`src/rtl/op_share_ctrl_pkg.sv`:
```
// Shared encodings and default sizes for the operand-sharing controller slice.
// Contents: FSM state enum, default client count/width, index-width helper.
// Imported by the interface, the round-robin picker and the controller top.
package op_share_pkg;

  localparam int NREQ_DEF = 4;
  localparam int W_DEF    = 8;

  typedef enum logic [1:0] {
    IDLE = 2'b00,
    LOAD = 2'b01,
    OPER = 2'b10,
    DONE = 2'b11
  } state_t;

  // Bits needed to hold a client index 0..n-1 (at least one bit).
  function automatic int idx_w(input int n);
    return (n > 1) ? $clog2(n) : 1;
  endfunction

endpackage

```
`src/rtl/op_share_ctrl_if.sv`:
```
// Bundle of client-side and datapath-side signals around op_share_ctrl.
// Client side: req, a_in, b_in (in); gnt, done, res, busy (out).
// Datapath side: dp_a, dp_b, hab_a, hab_b, hab_op (out); fim_a, fim_b, fim_op, dp_res (in).
interface op_share_ctrl_if
  import op_share_pkg::*;
#(
  parameter int NREQ = NREQ_DEF,
  parameter int W    = W_DEF
) ();

  logic [NREQ-1:0]   req;
  logic [NREQ*W-1:0] a_in;
  logic [NREQ*W-1:0] b_in;
  logic [NREQ-1:0]   gnt;
  logic [NREQ-1:0]   done;
  logic [2*W-1:0]    res;
  logic              busy;
  logic [W-1:0]      dp_a;
  logic [W-1:0]      dp_b;
  logic              hab_a;
  logic              hab_b;
  logic              hab_op;
  logic              fim_a;
  logic              fim_b;
  logic              fim_op;
  logic [2*W-1:0]    dp_res;

  // master: the clients plus the datapath (environment)
  modport master (
    output req, a_in, b_in, fim_a, fim_b, fim_op, dp_res,
    input  gnt, done, res, busy, dp_a, dp_b, hab_a, hab_b, hab_op
  );

  // slave: the controller
  modport slave (
    input  req, a_in, b_in, fim_a, fim_b, fim_op, dp_res,
    output gnt, done, res, busy, dp_a, dp_b, hab_a, hab_b, hab_op
  );

endinterface

```
`src/rtl/op_share_ctrl_rr_pick.sv`:
```
// Combinational round-robin selector: first requester after 'last', wrapping mod NREQ.
// Latency: zero cycles (pure combinational).
// Ports: req (requests), last (previous owner) -> sel (chosen index), any_req (|req).
module rr_pick
  import op_share_pkg::*;
#(
  parameter int NREQ = NREQ_DEF,
  parameter int IW   = idx_w(NREQ_DEF)
) (
  input  logic [NREQ-1:0] req,
  input  logic [IW-1:0]   last,
  output logic [IW-1:0]   sel,
  output logic            any_req
);

  function automatic logic [IW-1:0] wrap(input int v);
    return IW'(v % NREQ);
  endfunction

  // Walk offsets from farthest to nearest so the nearest requester after
  // 'last' is the final (winning) assignment; works for any NREQ.
  always_comb begin
    sel = '0;
    for (int i = NREQ; i >= 1; i--) begin
      if (req[wrap(int'(last) + i)]) sel = wrap(int'(last) + i);
    end
  end

  assign any_req = |req;

endmodule

```
`src/rtl/op_share_ctrl.sv`:
```
// Round-robin controller sharing one load/operate datapath among NREQ clients.
// Latency: grant edge -> LOAD -> OPER -> DONE, minimum 3 cycles to done, then one IDLE cycle.
// Backpressure: LOAD waits on fim_a & fim_b, OPER waits on fim_op; clients hold req until done.
// Ports: clk, rst (async, active-high), bus (op_share_ctrl_if.slave: client + datapath signals).
module op_share_ctrl
  import op_share_pkg::*;
#(
  parameter int NREQ = NREQ_DEF,
  parameter int W    = W_DEF
) (
  input logic             clk,
  input logic             rst,
  op_share_ctrl_if.slave  bus
);

  localparam int IW = idx_w(NREQ);

  state_t          state;
  logic [IW-1:0]   owner;
  logic [IW-1:0]   last;
  logic [IW-1:0]   sel;
  logic            any_req;
  logic [NREQ-1:0] gnt_q;
  logic [NREQ-1:0] done_q;
  logic [2*W-1:0]  res_q;
  logic [W-1:0]    dp_a_q;
  logic [W-1:0]    dp_b_q;

  rr_pick #(
    .NREQ (NREQ),
    .IW   (IW)
  ) u_pick (
    .req     (bus.req),
    .last    (last),
    .sel     (sel),
    .any_req (any_req)
  );

  always_ff @(posedge clk or posedge rst) begin
    if (rst) begin
      state  <= IDLE;
      owner  <= '0;
      last   <= IW'(NREQ - 1);
      gnt_q  <= '0;
      done_q <= '0;
      res_q  <= '0;
      dp_a_q <= '0;
      dp_b_q <= '0;
    end else begin
      case (state)
        IDLE: begin
          if (any_req) begin
            gnt_q  <= NREQ'(1) << sel;
            dp_a_q <= bus.a_in[sel*W +: W];
            dp_b_q <= bus.b_in[sel*W +: W];
            owner  <= sel;
            state  <= LOAD;
          end
        end
        LOAD: begin
          // fim_a/fim_b are levels, so both simply have to be high together.
          if (bus.fim_a && bus.fim_b) state <= OPER;
        end
        OPER: begin
          if (bus.fim_op) begin
            res_q  <= bus.dp_res;
            done_q <= NREQ'(1) << owner;
            state  <= DONE;
          end
        end
        DONE: begin
          done_q <= '0;
          gnt_q  <= '0;
          last   <= owner;
          state  <= IDLE;
        end
        default: state <= IDLE;
      endcase
    end
  end

  assign bus.gnt    = gnt_q;
  assign bus.done   = done_q;
  assign bus.res    = res_q;
  assign bus.dp_a   = dp_a_q;
  assign bus.dp_b   = dp_b_q;
  assign bus.busy   = (state != IDLE);
  assign bus.hab_a  = (state == LOAD);
  assign bus.hab_b  = (state == LOAD);
  assign bus.hab_op = (state == OPER);

endmodule

```
`src/flat_wrapper.sv`:
```
// flat-port wrapper written by rule: the top's interface ports become plain ports
module op_share_ctrl_flat import op_share_pkg::*;
#(
  parameter int NREQ = NREQ_DEF,
  parameter int W    = W_DEF
)
  (clk, rst, bus_req, bus_a_in, bus_b_in, bus_fim_a, bus_fim_b, bus_fim_op, bus_dp_res, bus_gnt, bus_done, bus_res, bus_busy, bus_dp_a, bus_dp_b, bus_hab_a, bus_hab_b, bus_hab_op);
  op_share_ctrl_if #(.NREQ(NREQ), .W(W)) bus_i ();
  input logic clk;
  input logic rst;
  input wire logic [$bits(bus_i.req)-1:0] bus_req;
  input wire logic [$bits(bus_i.a_in)-1:0] bus_a_in;
  input wire logic [$bits(bus_i.b_in)-1:0] bus_b_in;
  input wire logic [$bits(bus_i.fim_a)-1:0] bus_fim_a;
  input wire logic [$bits(bus_i.fim_b)-1:0] bus_fim_b;
  input wire logic [$bits(bus_i.fim_op)-1:0] bus_fim_op;
  input wire logic [$bits(bus_i.dp_res)-1:0] bus_dp_res;
  output wire logic [$bits(bus_i.gnt)-1:0] bus_gnt;
  output wire logic [$bits(bus_i.done)-1:0] bus_done;
  output wire logic [$bits(bus_i.res)-1:0] bus_res;
  output wire logic [$bits(bus_i.busy)-1:0] bus_busy;
  output wire logic [$bits(bus_i.dp_a)-1:0] bus_dp_a;
  output wire logic [$bits(bus_i.dp_b)-1:0] bus_dp_b;
  output wire logic [$bits(bus_i.hab_a)-1:0] bus_hab_a;
  output wire logic [$bits(bus_i.hab_b)-1:0] bus_hab_b;
  output wire logic [$bits(bus_i.hab_op)-1:0] bus_hab_op;
  assign bus_i.req = bus_req;
  assign bus_i.a_in = bus_a_in;
  assign bus_i.b_in = bus_b_in;
  assign bus_i.fim_a = bus_fim_a;
  assign bus_i.fim_b = bus_fim_b;
  assign bus_i.fim_op = bus_fim_op;
  assign bus_i.dp_res = bus_dp_res;
  assign bus_gnt = bus_i.gnt;
  assign bus_done = bus_i.done;
  assign bus_res = bus_i.res;
  assign bus_busy = bus_i.busy;
  assign bus_dp_a = bus_i.dp_a;
  assign bus_dp_b = bus_i.dp_b;
  assign bus_hab_a = bus_i.hab_a;
  assign bus_hab_b = bus_i.hab_b;
  assign bus_hab_op = bus_i.hab_op;
  op_share_ctrl #(.NREQ(NREQ), .W(W)) u_core (.clk(clk), .rst(rst), .bus(bus_i));
endmodule
```
`config.mk`:
```
export PLATFORM = sky130hd
export DESIGN_NAME = op_share_ctrl_flat
export DESIGN_NICKNAME = d
export VERILOG_FILES = /design/src/rtl/op_share_ctrl_pkg.sv /design/src/rtl/op_share_ctrl_if.sv /design/src/rtl/op_share_ctrl_rr_pick.sv /design/src/rtl/op_share_ctrl.sv /design/src/flat_wrapper.sv
export SDC_FILE = /design/constraint.sdc
export NUM_CORES = 1
export LEC_CHECK = 0
export CORE_UTILIZATION = 44
export CTS_BUF_LIST = sky130_fd_sc_hd__clkbuf_4 sky130_fd_sc_hd__clkbuf_8
export DETAILED_ROUTE_END_ITERATION = 8
export PLACE_DENSITY = 0.95
export SYNTH_ARGS = -nofsm -noshare
export SYNTH_HDL_FRONTEND = slang
export SYNTH_SLANG_ARGS = --single-unit
```
`constraint.sdc`:
```
create_clock -name clk -period 3.1 [get_ports clk]
set_input_delay 0.62 -clock clk [delete_from_list [all_inputs] [get_ports clk]]
set_output_delay 0.62 -clock clk [all_outputs]
set_load 0.01 [all_outputs]
```
Word level (Yosys, flattened, before mapping)
Cells that the tools add are included.
Widths: inputs -> output; s select.
- add/subtract/negate cells: 4
- magnitude comparators: 4
- equality and inequality tests: 6
- shift-type cells: 4
- muxes and demuxes: 20
- reductions and logical operators: 11
- operators by type and width (cell ; number):
    $shiftx 32x6->8 ; 2
    $pmux 4 s2 ; 2
    $mux 2 ; 7
    $lt 2x3->1 const B ; 4
    $bmux 1 s2 ; 4
    $mux 4 ; 2
    $pmux 2 s4 ; 1
    $reduce_and 2->1 ; 4
    $shl 1x2->4 const A ; 2
    $reduce_bool 2->1 ; 3
    $add 2x1->2 const B ; 2
    $add 2x2->2 const B ; 2
    $eq 2x2->1 const B ; 2
    $mux 1 ; 4
    $ne 2x1->1 const B ; 2
    $reduce_or 4->1 ; 1
    $reduce_and 3->1 ; 1
    $eq 2x1->1 const B ; 1
    $logic_not 2->1 ; 1
    $ne 2x2->1 const B ; 1
    $logic_and 1x1->1 ; 1
- register bits: 46
- bits of input ports: 89
- output and inout port bits: 44
- logic and storage cells: 57

Logic depth before layout (Yosys ltp)
- depth after elaboration: 10
- gate-level depth with buffers: 8
- gate-level depth less buffers: 7

Hierarchy
From an unflattened synthesis, not the netlist that was laid out.
- cell total of the unflattened synthesis: 201
- area, all modules: 2404.8 µm²
- modules (own cells, without submodules) (module ; times used ; cells an instance ; area an instance (µm²) ; sequential area each (µm²)):
    op_share_ctrl ; 1 ; 187 ; 2318.5 ; 1153.6
    rr_pick ; 1 ; 14 ; 86.3 ; 0.0

Worst setup path after synthesis
Ideal clock, no wire load.
- path kind: input -> register
- start: input bus_req[1]
- end: register u_core.dp_a_q[2], in the netlist u_core.bus.dp_a[2]
- setup time: 134 ps
- arrival time: 1747 ps
- required time: 2966 ps
- setup slack: 1219 ps
- cell stages on the path: 6
- buffers on the path: 2
- cell sequence: o21ai_1 and3_1 buf_6 buf_12 mux2i_1 a211oi_2
- cells in the longest elaborated chain, start to end: 7
- elaborated cells on any way between the ends: 15
- classes of those cells: shift (1); mux (12); reduce/logical (2)
- RTL lines (item ; line ; source):
    from (decl) ; flat_wrapper.sv:11 ; input wire logic [$bits(bus_i.req)-1:0] bus_req;
    $bmux 1 s2 ; op_share_ctrl_rr_pick.sv:25 ; if (req[wrap(int'(last) + i)]) sel = wrap(int'(last) + i);
    $mux 1 (implied by the code) ; op_share_ctrl_rr_pick.sv:25 ;
    $mux 2 (4 in series) ; op_share_ctrl_rr_pick.sv:25 ;
    $shiftx 32x6->8 ; op_share_ctrl.sv:54 ; dp_a_q <= bus.a_in[sel*W +: W];
    to (signal assigned) ; op_share_ctrl.sv:54 ;
    to (decl) ; op_share_ctrl.sv:26 ; logic [W-1:0] dp_a_q;
Several ways; a longest one is shown, not always the timed one. The select of a mux whose other input is x is not followed.
A chain may end at the register's enable or synchronous reset.

Worst setup path after layout
- start: register u_core.state[0]
- end: output bus_busy
- cells in the longest elaborated chain, start to end: 1
- RTL lines (item ; line ; source):
    from (decl) ; op_share_ctrl.sv:18 ; state_t state;
    from (signal assigned) ; op_share_ctrl.sv:41 ; state <= IDLE;
    from (signal assigned) ; op_share_ctrl.sv:57 ; state <= LOAD;
    from (signal assigned) ; op_share_ctrl.sv:62 ; if (bus.fim_a && bus.fim_b) state <= OPER;
    $reduce_bool 2->1 ; op_share_ctrl.sv:87 ; assign bus.busy = (state != IDLE);
    to (decl) ; flat_wrapper.sv:21 ; output wire logic [$bits(bus_i.busy)-1:0] bus_busy;
Every way passes these cells.

==> flow_summary.yaml <==
synth:
  ys_seq_area_share_pct: 45.3
  syn_area_sq_um: 2550
  yosys-top-cells-area: "dfrtp_1, mux2_2, mux2i_1"
  synth_edf_count: 0
  synthTopCellsByCount: "dfrtp_1, a211oi_1, inv_1"
  yosysWarnings: 0
  yosys.area.top_type: "dfrtp_1"
  syn-num-nets: 327
  synth.distinct_cells: 40
  synth_top_area_share_pct: 43.2
  ys_seq_elements: 46
  async_flop_share_pct: 100
  synth_ff_type: "dfrtp_1"
  yosysMostFrequentCell: "dfrtp_1"
  syn_avg_cell_area_sq_um: 10.9
  postSynthCellCount: 234
cts:
  ctsResizeCount: 0
  clock_sinks: 46
  hold_buffers: 0
  clk_pin_slew_worst_paths_ps: 90
  cts_max_path_buffers: 2
  cts_buffers: 5
  cts_tree: "built"
  htree_levels: 2
  postCtsSetupRepairBufs: 0
  clk_latency_ps: 290
  cts-root-buf: "clkbuf_8"
worst_setup_path:
  crit_type: "reg -> out"
  cp_data_required_time_ps: 2480
  endpoint_kind: "primary output"
  cp.arrival_ps: 1720
  crit_buf_inv: 3
  crit_family: "buffers and inverters"
  slowest_delay_ps: 530
  path_max_fanout: 7
  critPathLaunchType: "register"
  path_cells: "inv_1, ha_1, inv_2, clkdlybuf4s50_1"
  worst_path_max_delay_cell: "clkdlybuf4s50_1"
timing:
  finalSetupViolCount: 0
  holdWs_ps: 506
  hold_viol: 0
  worst_slack_ps: 760
  fin_crit_sh_pct: 75.5
  tns_ps: 0
  rsz0062_at_grt: "no"
  maxClockFrequency_mhz: 427
  max_slew_margin_pct: 36.9
  worst_slew_pin_slew_ps: 946
  clock_skew_ps: 5.53
  fin_crit_ps: 2340
  drv_slew: 0
power_and_ir_drop:
  switching_share_pct: 38.1
  p_sw_uw: 1310
  combPwrFrac_pct: 57.7
  power.density_nw_per_um2: 857
  power.internal_uw: 2130
  pwr-share-clk_pct: 10.8
  ir_drop_mv: 0.573
  pwr-share-seq_pct: 31.5
  p_leak_uw: 0.00165
grt:
  grt_overflow_total: 0
  grt_pass1_vias: 2424
  grt_first_pass_wirelength_um: 11400
  grt_max_degree: 47
  grt_antenna_before_repair: 0
  grtUsageTotal_pct: 23.9
place:
  dpl_cell_area_sq_um: 3920
  hpwl_um: 5390
  port_buffers: 132
  place_congestion: 0.792
  place_ws_ps: 449
route:
  ant_nets: 0
  vias: 2365
  via_per_inst: 5.39
  drt_iter0_drc: 113
  wl_per_cell_um: 16.4
  routed_wl_um: 7200
  drcViolationCount: 0
  dr.pass1.iters: 4
run:
  cap_violations: 0
die:
  pin_count: 133
  die_w_um: 78.1
  rows: 27
  initial_core_util_pct: 46.0
  fp.dieH_um: 78.1
  coreArea_sq_um: 5540
  die_area_sq_um: 6100
cells_and_area:
  fin_area_sq_um: 4010
  antenna_cells: 0
  finalNetCount: 459
  drive_gt1_share_pct: 15.3
  areaGrowthSynthToFinish_pct: 57.5
hold_path:
  hold_class: "reg -> reg"
run_status:
  status: "completed"
per-layer routing:
metal  wire, um  GRT usage, %  vias up
met5          0             0        -
met4         65          5.74        0
met3        575          7.44        8
met2       3630          42.7      108
met1       2920          27.8     1134
li1           -             -     1115
through the flow:
stage | power (uW) | util [%] | std cells
after floorplan | 2200 | - | 234
after global placement | 3000 | 70.8 | 431
after detailed placement | 3090 | 70.8 | 431
after CTS | 3460 | 72.4 | 439
after global routing | 3660 | 72.4 | 439
final | 3440 | 72.4 | 439
placed cells by master (no fill, tap or decap), types with 7 or more instances in the layout:
master	Yosys	layout
a211oi_1	21	21
a211oi_2	12	12
a31oi_1	16	16
clkdlybuf4s50_1	0	132
dfrtp_1	44	44
inv_1	21	20
mux2_2	17	17
mux2i_1	16	16
nand2_1	8	8
nor2_1	19	19
o21ai_1	7	7
worst register-to-register path: cells and delay by family, from the launching register on:
family	cells	cell delay, ps
DFF	1	570
buffers and inverters	1	280
AOI/OAI and AO/OA	2	250
and+or+nand+nor	2	590
muxes	1	260
area by class of cell:
class | count | area (sq um)
Fill cell | 408 | 1530
Clock inverter | 3 | 21.3
Multi-Input combinational cell | 153 | 1220
Timing Repair Buffer | 138 | 1380
Tap cell | 72 | 90.1
Inverter | 22 | 82.6
Sequential cell | 46 | 1150
Clock buffer | 5 | 68.8
final timing paths:
path	depth (start not counted)	from	end	slack [ps]
min in group asynchronous	2	rst	u_core.bus.dp_a[3]$_DFFE_PP0P_	850
setup reg to reg	6	u_core.last[0]$_DFFE_PP1P_	u_core.bus.dp_b[4]$_DFFE_PP0P_	1020
max in group asynchronous	2	rst	u_core.bus.dp_a[7]$_DFFE_PP0P_	1660
hold reg to reg	1	u_core.bus.gnt[2]$_DFFE_PP0P_	u_core.bus.gnt[2]$_DFFE_PP0P_	510
hold / removal	1	u_core.bus.gnt[2]$_DFFE_PP0P_	u_core.bus.gnt[2]$_DFFE_PP0P_	510
setup / recovery	4	u_core.state[0]$_DFFE_PP0P_	bus_busy	760
power by group through the flow:
| stage | Combinational, uW | Sequential (uW) | Clock [uW] |
|---|---|---|---|
| after global routing | 2130 | 1120 | 411 |
| after global placement | 1930 | 1070 | 0 |
| after CTS | 2000 | 1080 | 381 |
| after floorplan | 1020 | 1180 | 0 |
| final | 1990 | 1080 | 371 |
| after detailed placement | 1990 | 1100 | 0 |
kinds of logic (layout without fill, tap and decap cells):
family          after synthesis  count (layout)  synth area share [%]
compound gates               71              71                  22.9
fa+ha+maj                     4               4                  1.96
buf+inv                      35             168                  6.93
flops                        46              46                  45.3
mux                          33              33                  13.8
simple gates                 45              45                  9.09
flip-flops by register name, summed over array words and instances, names as in the netlist:
| name | flops |
|---|---|
| u_core.bus.res | 16 |
| u_core.bus.dp_a | 8 |
| u_core.last | 2 |
| u_core.owner | 2 |
| u_core.bus.dp_b | 8 |
| u_core.bus.gnt | 4 |
| u_core.state | 2 |
| u_core.bus.done | 4 |
Power figures use the tool's default switching activity.
